===== src/rtl/instr_fetch_pkg.sv =====
// Shared types for the instruction fetch stage: FSM states, buffer entry layout, NOP encoding.
package instr_fetch_pkg;

    localparam int unsigned IF_XLEN = 32;
    localparam int unsigned IF_ILEN = 32;

    // Instruction substituted for a misaligned-fetch marker entry (addi x0, x0, 0).
    localparam logic [IF_ILEN-1:0] NOP_INSTR = 32'h0000_0013;

    typedef enum logic [1:0] {
        IDLE,
        WAIT_RSP,
        DROP
    } fetch_state_e;

    typedef struct packed {
        logic [IF_XLEN-1:0] pc;
        logic [IF_ILEN-1:0] instr;
        logic               misalign;
    } fetch_entry_t;

endpackage


===== src/rtl/instr_fetch_if.sv =====
// Fetch-stage bus: PC handshake, instruction-memory port and decode-side valid/ready.
// master = fetch stage, slave = surrounding environment (PC, memory, decode).
interface instr_fetch_if #(
    parameter int unsigned XLEN = 32,
    parameter int unsigned ILEN = 32
);
    logic [XLEN-1:0] pc_in;
    logic            pc_en;
    logic            flush;
    logic            imem_req;
    logic [XLEN-1:0] imem_addr;
    logic            imem_gnt;
    logic            imem_rvalid;
    logic [ILEN-1:0] imem_rdata;
    logic            if_valid;
    logic            if_ready;
    logic [XLEN-1:0] if_pc;
    logic [ILEN-1:0] if_instr;
    logic            if_misalign;

    modport master (
        input  pc_in, flush, imem_gnt, imem_rvalid, imem_rdata, if_ready,
        output pc_en, imem_req, imem_addr, if_valid, if_pc, if_instr, if_misalign
    );

    modport slave (
        output pc_in, flush, imem_gnt, imem_rvalid, imem_rdata, if_ready,
        input  pc_en, imem_req, imem_addr, if_valid, if_pc, if_instr, if_misalign
    );
endinterface


===== src/rtl/instr_fetch_fifo.sv =====
// Synchronous FIFO of fetch entries with flush; head is the entry at the read pointer.
module fetch_fifo
    import instr_fetch_pkg::*;
#(
    parameter int unsigned DEPTH = 2,
    parameter int unsigned CW    = $clog2(DEPTH + 1)
) (
    input  logic          clk,
    input  logic          rst,
    input  logic          i_push,
    input  fetch_entry_t  i_entry,
    input  logic          i_pop,
    input  logic          i_flush,
    output fetch_entry_t  o_head,
    output logic [CW-1:0] o_count
);

    localparam int unsigned PW = (DEPTH > 1) ? $clog2(DEPTH) : 1;
    localparam logic [PW-1:0] PTR_LAST = PW'(DEPTH - 1);
    localparam logic [CW-1:0] CNT_FULL = CW'(DEPTH);

    fetch_entry_t    r_mem [DEPTH];
    logic [PW-1:0]   r_wr_ptr;
    logic [PW-1:0]   r_rd_ptr;
    logic [CW-1:0]   r_count;
    logic            w_do_push;
    logic            w_do_pop;

    assign w_do_pop  = i_pop && (r_count != '0);
    assign w_do_push = i_push && ((r_count != CNT_FULL) || w_do_pop);
    assign o_head    = r_mem[r_rd_ptr];
    assign o_count   = r_count;

    // Pointer and occupancy tracking; flush wins over any coincident push/pop.
    always_ff @(posedge clk or posedge rst) begin
        if (rst) begin
            r_wr_ptr <= '0;
            r_rd_ptr <= '0;
            r_count  <= '0;
        end else if (i_flush) begin
            r_wr_ptr <= '0;
            r_rd_ptr <= '0;
            r_count  <= '0;
        end else begin
            if (w_do_push) begin
                r_wr_ptr <= (r_wr_ptr == PTR_LAST) ? '0 : r_wr_ptr + PW'(1);
            end
            if (w_do_pop) begin
                r_rd_ptr <= (r_rd_ptr == PTR_LAST) ? '0 : r_rd_ptr + PW'(1);
            end
            case ({w_do_push, w_do_pop})
                2'b10:   r_count <= r_count + CW'(1);
                2'b01:   r_count <= r_count - CW'(1);
                default: r_count <= r_count;
            endcase
        end
    end

    // Entry storage, cleared on reset so the head reads zero before any push.
    always_ff @(posedge clk or posedge rst) begin
        if (rst) begin
            for (int unsigned i = 0; i < DEPTH; i++) begin
                r_mem[i] <= '0;
            end
        end else if (w_do_push && !i_flush) begin
            r_mem[r_wr_ptr] <= i_entry;
        end
    end

endmodule


===== src/rtl/instr_fetch.sv =====
// Instruction fetch stage: issues one outstanding imem read at a time, buffers {pc, instr}
// pairs and presents them to decode; drives the ProgramCounter enable.
// Optional build macro: IF_MISALIGN_CHK_EN (misaligned PCs become marker entries, no read issued).
module instr_fetch
    import instr_fetch_pkg::*;
#(
    parameter int unsigned XLEN      = 32,
    parameter int unsigned ILEN      = 32,
    parameter int unsigned BUF_DEPTH = 2
) (
    input logic           clk,
    input logic           rst,
    instr_fetch_if.master bus
);

    localparam int unsigned   CW      = $clog2(BUF_DEPTH + 1);
    localparam logic [CW:0]   DEPTH_W = (CW + 1)'(BUF_DEPTH);
    localparam logic [CW:0]   CNT_ONE = (CW + 1)'(1);

    fetch_state_e    r_state;
    fetch_state_e    w_state_nxt;
    logic [XLEN-1:0] r_req_pc;
    fetch_entry_t    r_hold;

    logic [CW-1:0]   w_count;
    logic [CW:0]     w_cnt_ext;
    logic            w_space;
    logic            w_misalign;
    logic            w_req;
    logic            w_grant;
    logic            w_mis_push;
    logic            w_rsp_push;
    logic            w_push;
    logic            w_pop;
    logic            w_valid;
    fetch_entry_t    w_push_entry;
    fetch_entry_t    w_head;
    fetch_entry_t    w_out;

    assign w_cnt_ext = {1'b0, w_count};

`ifdef IF_MISALIGN_CHK_EN
    assign w_misalign = (r_state == IDLE) && (bus.pc_in[1:0] != 2'b00);
`else
    assign w_misalign = 1'b0;
`endif

    // Buffer space available for a new request; the rvalid cycle in WAIT_RSP must leave room
    // for the response landing now plus the one being requested, without counting a pop.
    always_comb begin
        w_space = 1'b0;
        case (r_state)
            IDLE:     w_space = (w_cnt_ext < DEPTH_W);
            WAIT_RSP: w_space = bus.imem_rvalid && ((w_cnt_ext + CNT_ONE) < DEPTH_W);
            default:  w_space = 1'b0;
        endcase
    end

    // Next-state, request and push decisions.
    always_comb begin
        w_req       = 1'b0;
        w_mis_push  = 1'b0;
        w_rsp_push  = 1'b0;
        w_state_nxt = r_state;
        if (!rst && !bus.flush && w_space) begin
            if (w_misalign) begin
                w_mis_push = 1'b1;
            end else begin
                w_req = 1'b1;
            end
        end
        w_grant = w_req && bus.imem_gnt;
        case (r_state)
            IDLE: begin
                if (w_grant) begin
                    w_state_nxt = WAIT_RSP;
                end
            end
            WAIT_RSP: begin
                if (bus.imem_rvalid) begin
                    if (bus.flush) begin
                        w_state_nxt = IDLE;
                    end else begin
                        w_rsp_push  = 1'b1;
                        w_state_nxt = w_grant ? WAIT_RSP : IDLE;
                    end
                end else if (bus.flush) begin
                    w_state_nxt = DROP;
                end
            end
            DROP: begin
                if (bus.imem_rvalid) begin
                    w_state_nxt = IDLE;
                end
            end
            default: w_state_nxt = IDLE;
        endcase
    end

    // FSM state register.
    always_ff @(posedge clk or posedge rst) begin
        if (rst) begin
            r_state <= IDLE;
        end else begin
            r_state <= w_state_nxt;
        end
    end

    // Capture the PC of the read accepted this cycle so its response can be tagged.
    always_ff @(posedge clk or posedge rst) begin
        if (rst) begin
            r_req_pc <= '0;
        end else if (w_grant) begin
            r_req_pc <= bus.pc_in;
        end
    end

    always_comb begin
        w_push_entry = '0;
        if (w_mis_push) begin
            w_push_entry.pc       = bus.pc_in;
            w_push_entry.instr    = NOP_INSTR;
            w_push_entry.misalign = 1'b1;
        end else begin
            w_push_entry.pc       = r_req_pc;
            w_push_entry.instr    = bus.imem_rdata;
            w_push_entry.misalign = 1'b0;
        end
    end

    assign w_push  = w_mis_push || w_rsp_push;
    assign w_valid = (w_count != '0);
    assign w_pop   = w_valid && bus.if_ready;

    fetch_fifo #(
        .DEPTH (BUF_DEPTH),
        .CW    (CW)
    ) u_fifo (
        .clk     (clk),
        .rst     (rst),
        .i_push  (w_push),
        .i_entry (w_push_entry),
        .i_pop   (w_pop),
        .i_flush (bus.flush),
        .o_head  (w_head),
        .o_count (w_count)
    );

    // Decode-side outputs keep showing the last head while the buffer is empty; the FIFO
    // slot under the read pointer is stale at that point, hence the separate hold register.
    assign w_out = w_valid ? w_head : r_hold;

    // Remember whatever is currently presented so it can be held across empty cycles.
    always_ff @(posedge clk or posedge rst) begin
        if (rst) begin
            r_hold <= '0;
        end else begin
            r_hold <= w_out;
        end
    end

    assign bus.imem_req    = w_req;
    assign bus.imem_addr   = bus.pc_in;
    assign bus.pc_en       = !rst && (w_grant || bus.flush || w_mis_push);
    assign bus.if_valid    = w_valid;
    assign bus.if_pc       = w_out.pc;
    assign bus.if_instr    = w_out.instr;
    assign bus.if_misalign = w_out.misalign;

endmodule

===== src/flat_wrapper.sv =====
// flat-port wrapper written by rule: the top's interface ports become plain ports
module instr_fetch_flat import instr_fetch_pkg::*;
#(
    parameter int unsigned XLEN      = 32,
    parameter int unsigned ILEN      = 32,
    parameter int unsigned BUF_DEPTH = 2
)
  (clk, rst, bus_pc_in, bus_flush, bus_imem_gnt, bus_imem_rvalid, bus_imem_rdata, bus_if_ready, bus_pc_en, bus_imem_req, bus_imem_addr, bus_if_valid, bus_if_pc, bus_if_instr, bus_if_misalign);
  instr_fetch_if #(.XLEN(XLEN), .ILEN(ILEN)) bus_i ();
  input logic clk;
  input logic rst;
  input wire logic [$bits(bus_i.pc_in)-1:0] bus_pc_in;
  input wire logic [$bits(bus_i.flush)-1:0] bus_flush;
  input wire logic [$bits(bus_i.imem_gnt)-1:0] bus_imem_gnt;
  input wire logic [$bits(bus_i.imem_rvalid)-1:0] bus_imem_rvalid;
  input wire logic [$bits(bus_i.imem_rdata)-1:0] bus_imem_rdata;
  input wire logic [$bits(bus_i.if_ready)-1:0] bus_if_ready;
  output wire logic [$bits(bus_i.pc_en)-1:0] bus_pc_en;
  output wire logic [$bits(bus_i.imem_req)-1:0] bus_imem_req;
  output wire logic [$bits(bus_i.imem_addr)-1:0] bus_imem_addr;
  output wire logic [$bits(bus_i.if_valid)-1:0] bus_if_valid;
  output wire logic [$bits(bus_i.if_pc)-1:0] bus_if_pc;
  output wire logic [$bits(bus_i.if_instr)-1:0] bus_if_instr;
  output wire logic [$bits(bus_i.if_misalign)-1:0] bus_if_misalign;
  assign bus_i.pc_in = bus_pc_in;
  assign bus_i.flush = bus_flush;
  assign bus_i.imem_gnt = bus_imem_gnt;
  assign bus_i.imem_rvalid = bus_imem_rvalid;
  assign bus_i.imem_rdata = bus_imem_rdata;
  assign bus_i.if_ready = bus_if_ready;
  assign bus_pc_en = bus_i.pc_en;
  assign bus_imem_req = bus_i.imem_req;
  assign bus_imem_addr = bus_i.imem_addr;
  assign bus_if_valid = bus_i.if_valid;
  assign bus_if_pc = bus_i.if_pc;
  assign bus_if_instr = bus_i.if_instr;
  assign bus_if_misalign = bus_i.if_misalign;
  instr_fetch #(.XLEN(XLEN), .ILEN(ILEN), .BUF_DEPTH(BUF_DEPTH)) u_core (.clk(clk), .rst(rst), .bus(bus_i));
endmodule

===== config.mk =====
export PLATFORM = sky130hd
export DESIGN_NAME = instr_fetch_flat
export DESIGN_NICKNAME = d
export VERILOG_FILES = /design/src/rtl/instr_fetch_pkg.sv /design/src/rtl/instr_fetch_if.sv /design/src/rtl/instr_fetch_fifo.sv /design/src/rtl/instr_fetch.sv /design/src/flat_wrapper.sv
export SDC_FILE = /design/constraint.sdc
export NUM_CORES = 1
export LEC_CHECK = 0
export CORE_ASPECT_RATIO = 0.7
export CORE_MARGIN = 5
export CORE_UTILIZATION = 57
export DETAILED_ROUTE_END_ITERATION = 16
export GPL_TIMING_DRIVEN = 0
export PLACE_DENSITY_LB_ADDON = 0.15
export SLEW_MARGIN = 20
export SYNTH_ARGS = -nofsm -noshare
export SYNTH_HDL_FRONTEND = slang
export SYNTH_SLANG_ARGS = --single-unit

===== constraint.sdc =====
create_clock -name clk -period 24 [get_ports clk]
set_input_delay 4.8 -clock clk [delete_from_list [all_inputs] [get_ports clk]]
set_output_delay 4.8 -clock clk [all_outputs]
set_load 0.02 [all_outputs]

# Word-level counts from Yosys, hierarchy flattened
# Cells that the tools add are included.
dict set report totals {
  ram_bits 0
  mem_count 0
  ff_bits 233
  in_bits 70
  romBits 0
  latchBits 0
  out_inout_bits 100
  wordCells 81
}
dict set report op_classes {
  n_reduce_logical 20
  n_mul 0
  add_sub_neg 5
  eq_ne 8
  div_mod_pow 0
  magnitude_cmp 5
  n_bitwise 2
  mux 27
  shift 0
}
# op n
set ops {}
lappend ops {{65-bit two-way mux} 5}
lappend ops {{130-bit bitwise mux} 1}
lappend ops {{65-bit demux with 1-bit select} 1}
lappend ops {{2-bit two-way mux} 6}
lappend ops {{1-bit two-way mux} 11}
lappend ops {{1-bit logical AND} 10}
lappend ops {{2-bit one-hot mux with 3 select lines} 1}
lappend ops {{2-bit nonzero test} 3}
lappend ops {{2-bit by 1-bit equality test with 1-bit output (second input constant)} 2}
lappend ops {{2-bit equality test (second input constant)} 2}
lappend ops {{2-bit >= comparator (second input constant)} 2}
lappend ops {{2-bit inequality test (second input constant)} 2}
lappend ops {{1-bit inverter with 2-bit output} 2}
lappend ops {{2-bit one-hot mux with 2 select lines} 1}
lappend ops {{2-bit by 1-bit adder with 3-bit output (second input constant)} 1}
lappend ops {{3-bit by 2-bit less-than comparator with 1-bit output (second input constant)} 1}
lappend ops {{3-bit inequality test (second input constant)} 1}
lappend ops {{3-bit AND reduction} 1}
lappend ops {{3-bit nonzero test} 1}
lappend ops {{1-bit adder (second input constant)} 2}
lappend ops {{2-bit by 1-bit adder with 2-bit output (second input constant)} 1}
lappend ops {{1-bit zero test} 2}
lappend ops {{2-bit zero test} 1}
lappend ops {{1-bit logical OR} 2}
lappend ops {{5 further kinds} 5}

# Logic depth before layout (Yosys ltp)
dict set report depth {
  ltp_word 11
  ltp_mapped 5
  mapped_depth_nobuf 3
}

# Modules after synthesis
# Synthesis repeated with hierarchy kept, for this count alone.
dict set report unflattened {
  hier_cells 634
  hier_area_um2 9980.8
}
# module seq_area_each_um2 area_per_inst_um2 instances cells_per_inst
set by_module_without_submodules {}
lappend by_module_without_submodules {fetch_fifo 3353.2 5964.5 1 373}
lappend by_module_without_submodules {instr_fetch 2477.4 4016.4 1 261}

# Worst setup path after synthesis
# OpenSTA, ideal clock, no wires.
dict set report synth_timing {
  path_kind {input port to output port}
  from {input port bus_flush}
  to {output port bus_imem_req}
  path_stages 2
  slack_ps 13672
  t_arrival_ps 5528
  n_path_buf 1
  path_cell_list {clkbuf_1 -> nor3_1}
}
dict set report synth_via {
  elab_chain_cells 4
}
# element line_no
set synth_rtl {}
lappend synth_rtl {{from (decl)} flat_wrapper.sv:13} ;# input wire logic [$bits(bus_i.flush)-1:0] bus_flush;
lappend synth_rtl {{1-bit zero test} instr_fetch.sv:65} ;# if (!rst && !bus.flush && w_space) begin
lappend synth_rtl {{1-bit logical AND (2 in series)} instr_fetch.sv:65}
lappend synth_rtl {{1-bit two-way mux} instr_fetch.sv:65}
lappend synth_rtl {{to (decl)} flat_wrapper.sv:19} ;# output wire logic [$bits(bus_i.imem_req)-1:0] bus_imem_req;
# No other way between the ends.

# Worst setup path after layout
dict set report layout_timing {
  from {input port bus_flush}
  to {output port bus_pc_en}
}
dict set report layout_via {
  elab_chain_cells 7
}
# element line_no
set layout_rtl {}
lappend layout_rtl {{1-bit zero test} instr_fetch.sv:65}
lappend layout_rtl {{1-bit logical AND (2 in series)} instr_fetch.sv:65}
lappend layout_rtl {{1-bit two-way mux} instr_fetch.sv:65}
lappend layout_rtl {{1-bit logical AND} instr_fetch.sv:72} ;# w_grant = w_req && bus.imem_gnt;
lappend layout_rtl {{1-bit logical OR *} instr_fetch.sv:164} ;# assign bus.pc_en = !rst && (w_grant || bus.flush || w_mis_push);
lappend layout_rtl {{1-bit logical AND *} instr_fetch.sv:164}
lappend layout_rtl {{to (decl)} flat_wrapper.sv:18} ;# output wire logic [$bits(bus_i.pc_en)-1:0] bus_pc_en;
# Every way passes the cells marked *; elsewhere a longest branch is shown, timed or not.

==> impl_results.md <==
* Critical path depth in cells at 5
* Hold Path Depth at 1
* GRT Total Usage at between 20% and 30%
* Drt initial violations at roughly 410
* Worst r2r path cells at 5
* Critical Path AT at between 6 and 7 ns
* FFs w/ async S/R, synth at 100%
* YS warnings at 0
* DP Wirelength at approximately 16 mm
* Most frequent cells after synthesis: dfrtp_1 (231), mux2_2 (97), nor2_1 (69)
* Minimum clock period at ~11 ns
* Global-route wire length before repair at approximately 37 mm
* WL final at 22.9 mm
* Fmax at roughly 0.088 GHz
* Worst-Skew Late Latency at 0.50 ns
* Port bufs at approximately 170
* H-tree Lvls at 1
* CTS Buf Count at 22
* Fin crit share at between 40% and 50%
* Synthesized instance count at between 600 and 700
* Global placer's final weighted congestion at 0.845
* Design area at about 13,000 µm²
* Syn nets at roughly 770
* FP Rows at 40
* RSZ-0062 raised after global routing: no
* Starting density of the core at a little under three fifths
* Sequential share of the synthesized area at about three fifths
* Antenna diodes at 0
* Root Buffer: clkbuf_16
* Post-CTS Setup Inserts at 0
* CTS Hold Bufs at 0
* GR Overflow Total at 0
* Area leader, netlist: dfrtp_1
* Worst Path Required at between 15 and 20 ns
* CP max-delay cell: clkdlybuf4s50_1
* Slew headroom at about two fifths
* Die Y at around 120 µm
* Final setup vio count at 0
* Worst-Margin Slew at between 0.8 and 0.9 ns
* Antenna violations before repair at 0
* Vias in the first global route at 6,878
* Worst VDD drop at approximately 59 µV
* Count of cell types in the netlist at 36
* Fraction of layout cells with a size suffix above 1 at around 27%
* Clk pin slew, worst setup/hold paths at 0.06 ns
* Worst path buffer plus inverter count at 4
* Cell mode on critical path: clkdlybuf4s50_1
* Vias per cell at roughly 5.4
* Pwr dens at between 100 and 150 nW/µm²
* Number of placed instances, taps included at between 1,000 and 1,500
* Io pins at 170
* Placement Cell Area at ~12,000 µm²
* Post-synthesis register bit count at approximately 230
* # DRC at 0
* Chip width at ~170 µm
* Setup TNS at 0 ns
* Final nets at roughly 960
* Non-filler instance count after layout at about 1,100
* Core Area at ~17,000 µm²
* Routed WL per cell at approximately 20 µm
* Fillers at 1,103
* Cells along the critical path: clkdlybuf4s50_1 > clkbuf_1 > inv_1 > a21oi_1 > clkdlybuf4s50_1
* Crit end category: output port
* Largest cells by area after synthesis: dfrtp_1 (59%), mux2_2 (11%), mux2_4 (9.2%), mux2i_1 (6.6%), a21oi_1 (3.5%)
* Ys flop type: dfrtp_1
* Max stage delay on crit path at roughly 0.62 ns
* Drt pass-1 iters at 4
* Multi-input gate area at approximately 3500 µm²
* Maxcap violations at 0
* Largest net degree at the start of global routing at about 110
* Register area at between 5000 and 6000 µm²
* Die area at about 20,000 µm²
* Max clock buf depth at 3
* Crit Path Class: input pin to output port
* # clock sinks at between 200 and 250
* Clk_skew at about 0.01 ns
* Syn Area/Cell at between 10 and 15 µm²
* Max FO, Critical Path at 10
* EDFF count, synth at 0
* Final Max Slew Viols at 0
* Top cell type's share of synthesized area at between 50 and 60%
* Critical path's top delay family: buffers and inverters
* Area Growth Syn to Fin at 28.3%
* CTS tree: yes
* Run status: complete, no violations
* ANT nets after route at 0
* Fin. Hold Viols at 0
* Hold WC Path Type: register to register
* Count leader, synth: dfrtp_1
* Vias at ~6,200
* Crit start category: input pin
* Leakage at roughly 5.7 nW
* CTS resizes at 0
* Post-Synthesis Cell Area at a little under 10,000 µm²
[routing by layer]
| layer | routed length (µm) | vias to the layer above | GRT usage [%] |
|---|---|---|---|
| met2 | 11100 | 173 | 38.4 |
| met3 | 1210 | 34 | 5.01 |
| met4 | 389 | 0 | 4.70 |
| li1 | - | 2785 | - |
| met1 | 10200 | 3196 | 31.6 |
| met5 | 0 | - | 0 |
[final timing paths]
path / to / slack [ns] / from
hold reg to reg: u_core.u_fifo.r_mem[129] / 0.51 / u_core.u_fifo.r_mem[129]
min in group asynchronous: u_core.u_fifo.o_count[0] / 4.70 / rst
setup / recovery: bus_pc_en / 12.64 / bus_flush
hold / removal: u_core.u_fifo.r_mem[129] / 0.51 / u_core.u_fifo.r_mem[129]
max in group asynchronous: u_core.u_fifo.r_mem[116] / 18.55 / rst
setup reg to reg: u_core.u_fifo.r_mem[46] / 21.77 / u_core.r_state[1]
[state kept, by name (all words and copies together) (netlist names)]
signal / flops
u_core.u_fifo.r_rd_ptr: 1
u_core.u_fifo.r_mem: 128
u_core.r_hold: 65
u_core.u_fifo.o_count: 2
u_core.r_req_pc: 32
u_core.r_state: 2
u_core.u_fifo.r_wr_ptr: 1
[layout by cell type, fill, tap and decap left out, types with 2 or more instances in the layout]
cell type and n:
a21oi_1 68, buf_1 5, buf_16 2, buf_2 9
buf_4 33, buf_6 9, clkbuf_1 21, clkbuf_16 23
clkbuf_8 5, clkdlybuf4s50_1 169, clkinv_2 5, dfrtp_1 231
inv_1 4, mux2_1 3, mux2_2 97, mux2_4 60
mux2i_1 64, nand2b_1 3, nor2_1 69, nor3_1 2
o21ai_0 3
[logic make-up after synthesis]
kind of cell              Yosys count  synth area share [%]
AOI/OAI and AO/OA                  78                  4.36
xor gates and xnor gates            1                0.0898
buffers and inverters              76                  5.00
DFF                               231                  59.2
muxes                             224                  27.3
and+or+nand+nor                    86                  3.99
[where the power goes]
group | total [mW] | internal, mW | switching (mW)
Clock | 0.347 | 0.202 | 0.145
Combinational | 0.376 | 0.197 | 0.178
Sequential | 0.545 | 0.494 | 0.0506
[area by class of cell]
| cell class | count | share of cell area [%] |
|---|---|---|
| Timing Repair Buffer | 171 | 13.9 |
| Tap cell | 231 | 2.31 |
| Inverter | 5 | 0.210 |
| Sequential cell | 231 | 46.2 |
| Clock buffer | 34 | 5.32 |
| Multi-Input combinational cell | 389 | 27.9 |
| Clock inverter | 6 | 0.440 |
| Buffer | 71 | 3.75 |
[per-stage QoR]
step | utilization (%) | hold WS, ns | worst slack [ns] | power, mW
after floorplan | - | 0.475 | 12.87 | 0.762
after global placement | 69.2 | 0.488 | 10.47 | 0.904
after detailed placement | 69.6 | 0.491 | 12.66 | 0.927
after CTS | 73.8 | 0.508 | 12.64 | 1.28
after global routing | 73.8 | 0.519 | 12.53 | 1.33
final | 73.8 | 0.505 | 12.64 | 1.27
No activity file was read; power rests on OpenSTA's default activity.
